**src/rtl/ps2_pkg.sv**
```systemverilog
// Shared PS/2 constants, arrow scan codes and frame-state encoding.
package ps2_pkg;

  localparam logic [7:0] PS2_EXT_PREFIX   = 8'hE0;
  localparam logic [7:0] PS2_BREAK_PREFIX = 8'hF0;
  localparam int         PS2_FRAME_BITS   = 11;

  // Arrow keys (E0-prefixed) consumed by the cursor FSM
  localparam logic [7:0] LEFT  = 8'h6B;
  localparam logic [7:0] RIGHT = 8'h74;
  localparam logic [7:0] UP    = 8'h75;
  localparam logic [7:0] DOWN  = 8'h72;

  typedef enum logic [1:0] {
    IDLE,
    SHIFT,
    PARITY,
    STOP
  } frame_state_e;

  // Odd parity: data bits plus parity bit must contain an odd number of ones
  function automatic logic odd_parity_ok(input logic [7:0] data, input logic par);
    return ^{data, par};
  endfunction

endpackage

```
**src/rtl/ps2_line_filter.sv**
```systemverilog
// 2-FF synchroniser plus stability filter; one-cycle strobe on a filtered falling edge.
// Latency: 2 sync cycles + FILTER_LEN stable cycles; no backpressure (pure input path).
module ps2_line_filter #(
  parameter int FILTER_LEN = 8
) (
  input  logic clk,
  input  logic resetn,
  input  logic raw_i,
  output logic fall_stb_o
);
  import ps2_pkg::*;

  localparam int CNT_W = 4;
  localparam logic [CNT_W-1:0] CNT_LAST = CNT_W'(FILTER_LEN - 1);

  logic [1:0]       sync_q;
  logic [CNT_W-1:0] cnt_q;
  logic             filt_q;
  logic             fall_q;

  always_ff @(posedge clk or negedge resetn) begin
    if (!resetn) begin
      sync_q <= 2'b11;
      cnt_q  <= '0;
      filt_q <= 1'b1;
      fall_q <= 1'b0;
    end else begin
      sync_q <= {sync_q[0], raw_i};
      fall_q <= 1'b0;
      // Any cycle where the line agrees with the filtered level restarts the count
      if (sync_q[1] != filt_q) begin
        if (cnt_q == CNT_LAST) begin
          filt_q <= sync_q[1];
          cnt_q  <= '0;
          fall_q <= ~sync_q[1];
        end else begin
          cnt_q <= cnt_q + 1'b1;
        end
      end else begin
        cnt_q <= '0;
      end
    end
  end

  assign fall_stb_o = fall_q;

endmodule

```
**src/rtl/ps2_scan_decoder.sv**
```systemverilog
// PS/2 device-to-host deserialiser folding E0/F0 prefixes into one make/break event per key.
// Latency: event pulses one cycle after the filtered stop-bit edge; no backpressure.
module ps2_scan_decoder #(
  parameter int FILTER_LEN     = 8,
  parameter int TIMEOUT_CYCLES = 100000
) (
  input  logic       clk,
  input  logic       resetn,
  input  logic       ps2c,
  input  logic       ps2d,
  output logic [7:0] scan_code,
  output logic       extended,
  output logic       done_tick,
  output logic       release_tick,
  output logic       frame_err
);
  import ps2_pkg::*;

  localparam int TW = $clog2(TIMEOUT_CYCLES + 1);
  localparam logic [TW-1:0] TIMER_LAST = TW'(TIMEOUT_CYCLES - 1);

  logic         fall_stb;
  logic [1:0]   pd_sync_q;
  logic         pd;

  frame_state_e state_q;
  logic [2:0]   bit_cnt_q;
  logic [7:0]   shreg_q;
  logic         parity_q;
  logic [TW-1:0] timer_q;
  logic         ext_f_q;
  logic         brk_f_q;
  logic [7:0]   scan_q;
  logic         ext_q;
  logic         done_q;
  logic         rel_q;
  logic         err_q;

  ps2_line_filter #(.FILTER_LEN(FILTER_LEN)) u_clk_filter (
    .clk        (clk),
    .resetn     (resetn),
    .raw_i      (ps2c),
    .fall_stb_o (fall_stb)
  );

  always_ff @(posedge clk or negedge resetn) begin
    if (!resetn) pd_sync_q <= 2'b11;
    else         pd_sync_q <= {pd_sync_q[0], ps2d};
  end
  assign pd = pd_sync_q[1];

  always_ff @(posedge clk or negedge resetn) begin
    if (!resetn) begin
      state_q   <= IDLE;
      bit_cnt_q <= '0;
      shreg_q   <= '0;
      parity_q  <= 1'b0;
      timer_q   <= '0;
      ext_f_q   <= 1'b0;
      brk_f_q   <= 1'b0;
      scan_q    <= '0;
      ext_q     <= 1'b0;
      done_q    <= 1'b0;
      rel_q     <= 1'b0;
      err_q     <= 1'b0;
    end else begin
      done_q <= 1'b0;
      rel_q  <= 1'b0;
      err_q  <= 1'b0;
      if (state_q == IDLE) begin
        if (fall_stb && !pd) begin
          state_q   <= SHIFT;
          bit_cnt_q <= '0;
          timer_q   <= '0;
        end
      end else if (fall_stb) begin
        timer_q <= '0;
        case (state_q)
          SHIFT: begin
            shreg_q   <= {pd, shreg_q[7:1]};
            bit_cnt_q <= bit_cnt_q + 1'b1;
            if (bit_cnt_q == 3'd7) state_q <= PARITY;
          end
          PARITY: begin
            parity_q <= pd;
            state_q  <= STOP;
          end
          default: begin
            state_q <= IDLE;
            if (pd && odd_parity_ok(shreg_q, parity_q)) begin
              if (shreg_q == PS2_EXT_PREFIX) begin
                ext_f_q <= 1'b1;
              end else if (shreg_q == PS2_BREAK_PREFIX) begin
                brk_f_q <= 1'b1;
              end else begin
                scan_q  <= shreg_q;
                ext_q   <= ext_f_q;
                done_q  <= ~brk_f_q;
                rel_q   <= brk_f_q;
                ext_f_q <= 1'b0;
                brk_f_q <= 1'b0;
              end
            end else begin
              err_q   <= 1'b1;
              ext_f_q <= 1'b0;
              brk_f_q <= 1'b0;
            end
          end
        endcase
      end else if (timer_q == TIMER_LAST) begin
        // Stalled mid-frame: drop it along with any pending prefixes
        state_q <= IDLE;
        timer_q <= '0;
        err_q   <= 1'b1;
        ext_f_q <= 1'b0;
        brk_f_q <= 1'b0;
      end else begin
        timer_q <= timer_q + 1'b1;
      end
    end
  end

  assign scan_code    = scan_q;
  assign extended     = ext_q;
  assign done_tick    = done_q;
  assign release_tick = rel_q;
  assign frame_err    = err_q;

endmodule

```
**config.mk**
```make
export PLATFORM = sky130hd
export DESIGN_NAME = ps2_scan_decoder
export DESIGN_NICKNAME = d
export VERILOG_FILES = /design/src/rtl/ps2_pkg.sv /design/src/rtl/ps2_line_filter.sv /design/src/rtl/ps2_scan_decoder.sv
export SDC_FILE = /design/constraint.sdc
export NUM_CORES = 1
export LEC_CHECK = 0
export CAP_MARGIN = 20
export CORE_AREA = 2 2 61 92
export DETAILED_ROUTE_END_ITERATION = 8
export DIE_AREA = 0 0 63 94
export GPL_TIMING_DRIVEN = 1
export HOLD_SLACK_MARGIN = 0.03
export PLACE_DENSITY = 0.77
export SKIP_LAST_GASP = 1
export SLEW_MARGIN = 15
export SYNTH_ARGS = -nofsm -noshare
export SYNTH_HDL_FRONTEND = slang
export SYNTH_SLANG_ARGS = --single-unit
```
**constraint.sdc**
```tcl
create_clock -name clk -period 4.3 [get_ports clk]
set_clock_uncertainty 0.2 [all_clocks]
set_input_delay 0.43 -clock clk [delete_from_list [all_inputs] [get_ports clk]]
set_output_delay 0.43 -clock clk [all_outputs]
set_load 0.02 [all_outputs]
```
==> impl_metrics.json, run 1 <==
{
  "routedWlPerCell_um": 15.2,
  "cts_buffer_depth": 2,
  "min_period_ps": 2430,
  "hold_ws_ps": 35.5,
  "yosys.area.top_type_share_pct": 45.1,
  "fin_ws_ps": 1870,
  "drtPass1Iterations": 4,
  "yosys_register_bits": 55,
  "diodes": 0,
  "cts_tree": "built",
  "post-cts-setup-buffers": 0,
  "critPathRequiredTime_ps": 4280,
  "tns_ps": 0,
  "fmax_mhz": 412,
  "r2r_start": "timer_q[0]$_DFFE_PN0P_",
  "ys_async_sr_fraction_pct": 100,
  "ys_warn_count": 0,
  "start_util_pct": 54.6,
  "grt_pass1_wl_um": 9000,
  "die_x_um": 63,
  "synth_edf_count": 0,
  "postRouteAntennaNets": 0,
  "finalNonFillerCells": 343,
  "drc_errors": 0,
  "power_frac_clock_pct": 31.5,
  "dieArea_mm2": 0.00592,
  "drv_cap": 0,
  "netSwitchingPower_uw": 196,
  "antenna_found_initial": 0,
  "rows": 32,
  "ff2ff_setup_slack_ps": 1870,
  "synthFlopType": "dfrtp_1",
  "die_h_um": 94,
  "slew_headroom_pct": 54.9,
  "hold_viol": 0,
  "ys_seq_area_share_pct": 49.8,
  "power_frac_comb_pct": 5.2,
  "core_area_mm2": 0.00508,
  "worstMarginPinSlew_ps": 672,
  "cts_hold_buf": 0,
  "arrival_ps": 2400,
  "cts-resized-gates": 0,
  "placed_cells": 335,
  "htree_levels": 2,
  "grt_pass1_vias": 1950,
  "regArea_mm2": 0.00138,
  "status": "completed",
  "max-vdd-ir-drop_mv": 0.179,
  "port-buffer-count": 15,
  "vias_per_cell": 5.73,
  "numCtsBuffers": 5,
  "internal_power_uw": 674,
  "leakagePower_uw": 0.00137,
  "worstSetupEndpointType": "flop",
  "final_layout_size_suffix_gt1_share_pct": 14.2,
  "syn_to_final_growth_pct": 10.4,
  "syn-num-nets": 271,
  "cp_max_fo": 10,
  "power.share.sequential_pct": 63.3,
  "drt_wl_total_um": 5200,
  "cellPowerDensity_mw_per_mm2": 284,
  "fin_crit_sh_pct": 56.5,
  "start_kind": "flop",
  "synth_cell_types": 52,
  "grt-ovfl-total": 0,
  "clk_pin_slew_worst_paths_ps": 90,
  "grt_max_degree": 56,
  "place_ws_ps": 1880,
  "drtIter0Drc": 91,
  "crit_type": "reg -> reg",
  "clk_latency_ps": 300,
  "cp-startpoint": "timer_q[0]$_DFFE_PN0P_",
  "hpwl_um": 3840,
  "final_nets": 287,
  "p_sw_share_pct": 22.5,
  "slew_viol_final": 0,
  "synthCells": 258,
  "hold_path_class": "in -> async",
  "avgSynthCellArea_um2": 10.8,
  "cts_sinks": 55,
  "grtUsageTotal_pct": 19.3,
  "setup_violations": 0,
  "place_congestion": 0.807,
  "ctsRootBufferMaster": "clkbuf_8",
  "rsz0062_at_grt": "false",
  "synth_area_leaders": "dfrtp_1 45%, dfstp_2 4.7%, mux2_2 4.5%",
  "yosys.area.top_type": "dfrtp_1",
  "multi_input_area_mm2": 0.00131,
  "syn-cell-area_mm2": 0.00278,
  "dr_total_vias": 1964,
  "io_pins": 16,
  "fillCellCount": 441
}
-- cells by family (layout without fill, tap and decap cells) --
| group | count (synthesis) | count (layout) | synth area share, % |
|---|---|---|---|
| flip-flops | 55 | 55 | 49.8 |
| multiplexers | 18 | 18 | 8.52 |
| adder cells (fa/ha/maj) | 9 | 9 | 4.06 |
| XOR/XNOR | 9 | 9 | 3.83 |
| buffers and inverters | 21 | 38 | 3.11 |
| AND/OR/NAND/NOR | 92 | 92 | 17.7 |
| AO/OA/AOI/OAI | 54 | 54 | 13.0 |
-- layer usage --
layer | vias up | track usage (%) | wire [µm]
met5 | - | 0 | 0
met4 | 0 | 8.70 | 110
met3 | 11 | 3.00 | 145
met2 | 38 | 34.7 | 2880
met1 | 960 | 22.6 | 2060
li1 | 955 | - | -
-- layout make-up --
class                   instances  area share (%)
flip-flops and latches         55            45.1
multi-input cells             182            42.6
repair buffers                 16            4.98
well taps                      68            2.78
clock buffers                   6            2.37
inverters                      14            1.71
clock inverters                 2           0.408
-- state kept, by name, indices dropped and copies added (netlist names) --
register / count
u_clk_filter.cnt_q: 4
done_tick: 1
state_q: 2
parity_q: 1
brk_f_q: 1
release_tick: 1
u_clk_filter.fall_stb_o: 1
u_clk_filter.sync_q: 2
extended: 1
timer_q: 17
scan_code: 8
frame_err: 1
bit_cnt_q: 3
shreg_q: 8
ext_f_q: 1
pd_sync_q: 2
u_clk_filter.filt_q: 1
-- worst paths after layout --
kind                                                    endpoint  cells after the start
worst max-delay path                         ext_f_q$_DFFE_PN0P_                      6
max in group asynchronous                 shreg_q[7]$_DFFE_PN0P_                      2
worst max register to register               ext_f_q$_DFFE_PN0P_                      6
worst min register to register  u_clk_filter.sync_q[1]$_DFF_PN1_                      0
worst min-delay path                      timer_q[5]$_DFFE_PN0P_                      2
min in group clk                u_clk_filter.sync_q[1]$_DFF_PN1_                      0
-- cell usage in the layout (no fill, tap or decap), types with 2 or more instances in the layout --
cell type,n
a21o_1,7
dfrtp_1,50
nor3b_1,2
inv_1,14
a21oi_1,9
nor2b_1,3
mux2_4,6
o22ai_1,2
xnor2_1,5
ha_1,9
nand2_1,28
nor2_1,18
a22o_1,2
clkbuf_8,5
dfstp_2,5
xnor3_1,2
mux2_2,11
clkdlybuf4s50_1,14
nand4_1,7
nand2b_1,2
nand3_1,9
a31oi_1,4
nor3_1,7
a2bb2oi_1,3
or4_1,2
xor2_1,2
o31ai_1,2
o21ai_0,15
nand3b_1,3
-- synth_stat cells (2+ instances only) --
cell type   n
xnor2_1     5
nor2_1     18
a21oi_1     9
nand3_1     9
dfstp_2     5
or4_1       2
a22o_1      2
o31ai_1     2
nand4_1     7
o21ai_0    15
clkbuf_1    5
dfrtp_1    50
ha_1        9
a2bb2oi_1   3
mux2_2     11
mux2_4      6
nand2_1    28
a31oi_1     4
nor2b_1     3
o22ai_1     2
xnor3_1     2
xor2_1      2
nor3_1      7
inv_1      14
nand2b_1    2
a21o_1      7
nand3b_1    3
nor3b_1     2
-- worst max-delay path, stage by stage (launching register included) --
cell and delay [ps]:
dfrtp_1 460, ha_1 360, nand3b_1 200, nor4_4 330, a21oi_2 230, a211oi_1 430, nor2_1 100
-- per-stage QoR --
| stage | area [µm²] | total power (µW) | utilization [%] |
|---|---|---|---|
| floorplan | 2780 | 588 | - |
| global placement | 2980 | 606 | 58.6 |
| detailed placement | 2980 | 607 | 58.6 |
| CTS | 3060 | 884 | 60.3 |
| global route | 3060 | 911 | 60.3 |
| finish | 3060 | 870 | 60.3 |
-- power by group through the flow --
stage,Clock (µW),Combinational (µW),Sequential [µW]
2_1_floorplan,0,29.0,559
3_3_place_gp,0,44.9,561
3_5_place_dp,0,45.9,562
4_1_cts,286,46.6,551
5_1_grt,304,51.7,555
6_report,274,45.0,551
No activity file was read; power rests on OpenSTA's default activity.
==> run 2, diff against run 1 <==
Settings changed: CORE_AREA 2 2 61 92 to 2 2 63 94, DIE_AREA 0 0 63 94 to 0 0 65 96.
Clock period 4.3 ns to 2.1 ns, I/O delays scaled along.
==> impl_metrics.json, run 2 (synthesis results as in run 1) <==
{
  "internal_power_uw": 1400,
  "cts_tree": "built",
  "grt_pass1_vias": 2207,
  "worstMarginPinSlew_ps": 684,
  "leakagePower_uw": 0.00158,
  "crit_type": "reg -> reg",
  "arrival_ps": 2160,
  "critPathRequiredTime_ps": 2100,
  "fin_ws_ps": -58.9,
  "postRouteAntennaNets": 0,
  "power_frac_clock_pct": 33.7,
  "vias_per_cell": 5.74,
  "setup_violations": 9,
  "drtPass1Iterations": 4,
  "clk_latency_ps": 320,
  "core_area_mm2": 0.00541,
  "drtIter0Drc": 152,
  "hpwl_um": 4260,
  "power.share.sequential_pct": 60.7,
  "slew_headroom_pct": 54.4,
  "cp_cell_sequence": "or4b_4 -> nor4_4 -> buf_6 -> a21oi_4 -> buf_4 -> a2111oi_4 -> a21oi_1",
  "drc_errors": 0,
  "drt_wl_total_um": 6330,
  "p_sw_share_pct": 24.9,
  "place_ws_ps": -94.4,
  "dr_total_vias": 2208,
  "die_x_um": 65,
  "rsz0062_at_grt": "true",
  "place_congestion": 0.836,
  "min_period_ps": 2160,
  "hold_ws_ps": 91.6,
  "routedWlPerCell_um": 16.5,
  "cp_slowest_cell": "or4b_4",
  "die_h_um": 96,
  "drv_cap": 0,
  "clk_pin_slew_worst_paths_ps": 100,
  "port-buffer-count": 15,
  "netSwitchingPower_uw": 463,
  "grt_max_degree": 33,
  "max-vdd-ir-drop_mv": 0.450,
  "antenna_found_initial": 0,
  "grtUsageTotal_pct": 21.2,
  "grt-ovfl-total": 0,
  "fmax_mhz": 463,
  "mostFrequentLayoutCell": "dfrtp_1",
  "largest_reg_flops": 17,
  "hold_viol": 0,
  "regMostFlops": "timer_q",
  "fin_util_pct": 64.4,
  "hold_path_class": "in -> reg",
  "cp_max_fo": 5,
  "start_util_pct": 51.3,
  "final_nets": 327,
  "io_pins": 16,
  "cts_sinks": 55,
  "start_kind": "flop",
  "final_cell_mix": "50 x dfrtp_1, 34 x buf_4, 27 x nand2_1, 17 x nor2_1",
  "syn_to_final_growth_pct": 25.4,
  "violations": "negative setup slack",
  "cellPowerDensity_mw_per_mm2": 535,
  "worstSetupEndpointType": "flop",
  "numCtsBuffers": 5,
  "grt_pass1_wl_um": 10200,
  "rows": 33,
  "ctsRootBufferMaster": "clkbuf_8",
  "status": "complete, but fails checks",
  "dieArea_mm2": 0.00624,
  "power_frac_comb_pct": 5.5,
  "fin_crit_sh_pct": 103,
  "slowest_delay_ps": 560,
  "cts_buffer_depth": 2,
  "htree_levels": 2,
  "final_layout_size_suffix_gt1_share_pct": 27.9,
  "diodes": 0,
  "fillCellCount": 404,
  "slew_viol_final": 0
}
[run 2: worst max-delay path: cells and delay by family (launching register included)]
family | cells | cell delay (ps)
buffers and inverters | 2 | 360
AND/OR/NAND/NOR | 2 | 750
flip-flops | 1 | 410
AO/OA/AOI/OAI | 3 | 330
[run 2: area by class of cell]
cell class                      count  area [µm²]  area share [%]
Inverter                           14        52.6            1.51
Timing Repair Buffer               54         455            13.1
Clock buffer                        5        68.8            1.98
Multi-Input combinational cell    184        1410            40.4
Clock inverter                      3        28.8           0.827
Sequential cell                    55        1380            39.7
Tap cell                           70        87.6            2.52
[run 2: power groups by stage]
stage               Combinational (µW)  Sequential, µW  Clock [µW]
floorplan                         59.3            1140           0
global placement                  96.0            1150           0
detailed placement                 102            1150           0
CTS                                104            1130         638
global route                       121            1140         679
finish                             103            1130         628
[run 2: worst paths after layout]
path | cells after the start | slack, ps | to | startpoint
hold / removal | 1 | 90 | u_clk_filter.sync_q[0]$_DFF_PN1_ | ps2c
max in group asynchronous | 3 | 780 | timer_q[4]$_DFFE_PN0P_ | resetn
setup / recovery | 7 | -60 | state_q[0]$_DFFE_PN0P_ | timer_q[14]$_DFFE_PN0P_
setup reg to reg | 7 | -60 | state_q[0]$_DFFE_PN0P_ | timer_q[14]$_DFFE_PN0P_
min in group asynchronous | 2 | 250 | scan_code[4]$_DFFE_PN0P_ | resetn
hold reg to reg | 0 | 140 | pd_sync_q[1]$_DFF_PN1_ | pd_sync_q[0]$_DFF_PN1_
[run 2: what timing repair did]
action                     in CTS  in global routing
hold endpoints to repair       25                  0
hold buffers                    1                  0
pin swaps                       4                 13
cloned                          0                  2
buffers inserted                4                  5
resized for setup               6                 17
setup endpoints to repair      20                 28
[run 2: metal layers]
metal  part of all wire, %  global-route usage, %  wire length [µm]
met1                    39                   22.5              2460
met2                    55                   40.5              3490
met4                   2.5                   9.57               161
met5                     0                      0                 0
met3                   3.5                   3.27               221
[run 2: per-stage QoR]
step                      TNS (ps)  cells  power [µW]  area (µm²)
after floorplan                  0    258        1200        2780
after global placement       -54.1    365        1240        3190
after detailed placement      -525    365        1250        3190
after CTS                     -356    378        1870        3370
after global routing         -2040    385        1940        3480
final                         -382    385        1860        3480
==> run 3, diff against run 2 <==
Settings changed: CORE_AREA 2 2 63 94 to 2 2 61 92, DIE_AREA 0 0 65 96 to 0 0 63 94, DONT_BUFFER_PORTS set to 1, PLACE_DENSITY 0.77 to 0.76.
==> impl_metrics.json, run 3 (synthesis results as in run 1) <==
{
  "start_util_pct": 54.6,
  "htree_levels": 2,
  "cts_tree": "built",
  "placed_cells": 349,
  "hold_start": "pd_sync_q[0]$_DFF_PN1_",
  "grt_max_degree": 56,
  "hold_path_class": "reg -> reg",
  "hold_viol": 0,
  "routedWlPerCell_um": 15.8,
  "numCtsBuffers": 5,
  "r2r_start": "timer_q[14]$_DFFE_PN0P_",
  "p_sw_share_pct": 22.2,
  "die_h_um": 94,
  "critPathRequiredTime_ps": 2100,
  "postRouteAntennaNets": 0,
  "worstMarginPinSlew_ps": 436,
  "drv_cap": 0,
  "dr_total_vias": 2040,
  "drt_wl_total_um": 5740,
  "grt-ovfl-total": 0,
  "hpwl_um": 4130,
  "rsz0062_at_grt": "true",
  "cp_max_fo": 4,
  "finalNonFillerCells": 364,
  "clk_latency_ps": 310,
  "final_cell_mix": "49 x dfrtp_1, 30 x buf_4, 28 x nand2_1, 18 x nor2_1, 14 x inv_1",
  "mostFrequentLayoutCell": "dfrtp_1",
  "fin_crit_sh_pct": 102,
  "leakagePower_uw": 0.00151,
  "drtPass1Iterations": 4,
  "rows": 32,
  "start_kind": "flop",
  "power_frac_clock_pct": 36.4,
  "largest_reg_flops": 17,
  "netSwitchingPower_uw": 431,
  "ctsRootBufferMaster": "clkbuf_8",
  "dieArea_mm2": 0.00592,
  "setup_violations": 7,
  "fin_ws_ps": -33.2,
  "cp-startpoint": "timer_q[14]$_DFFE_PN0P_",
  "worstSetupEndpointType": "flop",
  "grt_pass1_wl_um": 9880,
  "cellPowerDensity_mw_per_mm2": 588,
  "cts_sinks": 55,
  "clk_pin_slew_worst_paths_ps": 100,
  "final_layout_size_suffix_gt1_share_pct": 26.7,
  "port-buffer-count": 0,
  "fmax_mhz": 469,
  "grt_pass1_vias": 2101,
  "finish.instance_area_mm2": 0.00330,
  "io_pins": 16,
  "cts_buffer_depth": 2,
  "fillCellCount": 399,
  "place_congestion": 0.884,
  "crit_type": "reg -> reg",
  "drc_errors": 0,
  "placed_cell_area_mm2": 0.00305,
  "diodes": 0,
  "syn_to_final_growth_pct": 18.9,
  "power.share.sequential_pct": 58.3,
  "regMostFlops": "timer_q",
  "slew_viol_final": 0,
  "final_nets": 308,
  "vias_per_cell": 5.60,
  "arrival_ps": 2130,
  "max-vdd-ir-drop_mv": 0.342,
  "slew_headroom_pct": 70.9,
  "min_period_ps": 2130,
  "die_x_um": 63,
  "status": "complete, but fails checks",
  "power_frac_comb_pct": 5.3,
  "violations": "negative setup slack",
  "grtUsageTotal_pct": 21.4,
  "drtIter0Drc": 117,
  "internal_power_uw": 1510,
  "antenna_found_initial": 0,
  "core_area_mm2": 0.00508,
  "ff2ff_setup_slack_ps": -30
}
==> run 3: stage by stage <==
step	hold slack, ps	setup slack (ps)	total power (µW)	utilization [%]	setup TNS, ps
floorplan	-286	3.73	1200	-	0
detailed placement	-284	-20.0	1220	60.0	-21.3
global route	165	-108	2010	64.9	-1430
global placement	-284	35.4	1220	60.0	0
finish	162	-33.2	1940	64.9	-181
CTS	163	-16.0	1950	63.7	-37.5
==> run 3: worst paths after layout <==
path | endpoint | cells after the start
setup / recovery | timer_q[14]$_DFFE_PN0P_ | 6
hold / removal | pd_sync_q[1]$_DFF_PN1_ | 0
setup reg to reg | timer_q[14]$_DFFE_PN0P_ | 6
hold reg to reg | pd_sync_q[1]$_DFF_PN1_ | 0
max in group asynchronous | u_clk_filter.sync_q[1]$_DFF_PN1_ | 2
min in group asynchronous | timer_q[13]$_DFFE_PN0P_ | 2
==> run 3: timing repair <==
action                     4_1_cts  5_1_grt
cloned                           0        1
buffers inserted                 0        2
pin swaps                        0        8
resized for setup                3       11
hold buffers                     4        0
setup endpoints to repair        8       23
hold endpoints to repair        57        0
==> run 3: power groups by stage <==
stage / Combinational, µW / Clock (µW) / Sequential (µW)
after floorplan: 59.3 / 0 / 1140
after global placement: 67.7 / 0 / 1150
after detailed placement: 72.2 / 0 / 1150
after CTS: 106 / 711 / 1130
after global routing: 123 / 753 / 1140
final: 103 / 706 / 1130
==> run 3: cell type report <==
cell class / instances / area [µm²] / area share [%]
Tap cell: 68 / 85.1 / 2.58
Clock inverter: 2 / 37.5 / 1.14
Clock buffer: 6 / 72.6 / 2.20
Multi-Input combinational cell: 183 / 1360 / 41.3
Timing Repair Buffer: 36 / 305 / 9.25
Sequential cell: 55 / 1380 / 41.9
Inverter: 14 / 52.6 / 1.59
==> run 3: worst max-delay path: stages (launching register included) <==
cell,delay [ps]
dfrtp_1,400
or4b_4,550
nor4_4,230
a21o_1,220
buf_6,130
o21ai_2,50
mux2_2,250
==> run 3: layer usage <==
layer	global-route usage (%)	part of all wire [%]
met5	0	0
met3	2.88	1.8
met2	39.5	55
met4	10.0	3.7
met1	24.0	39
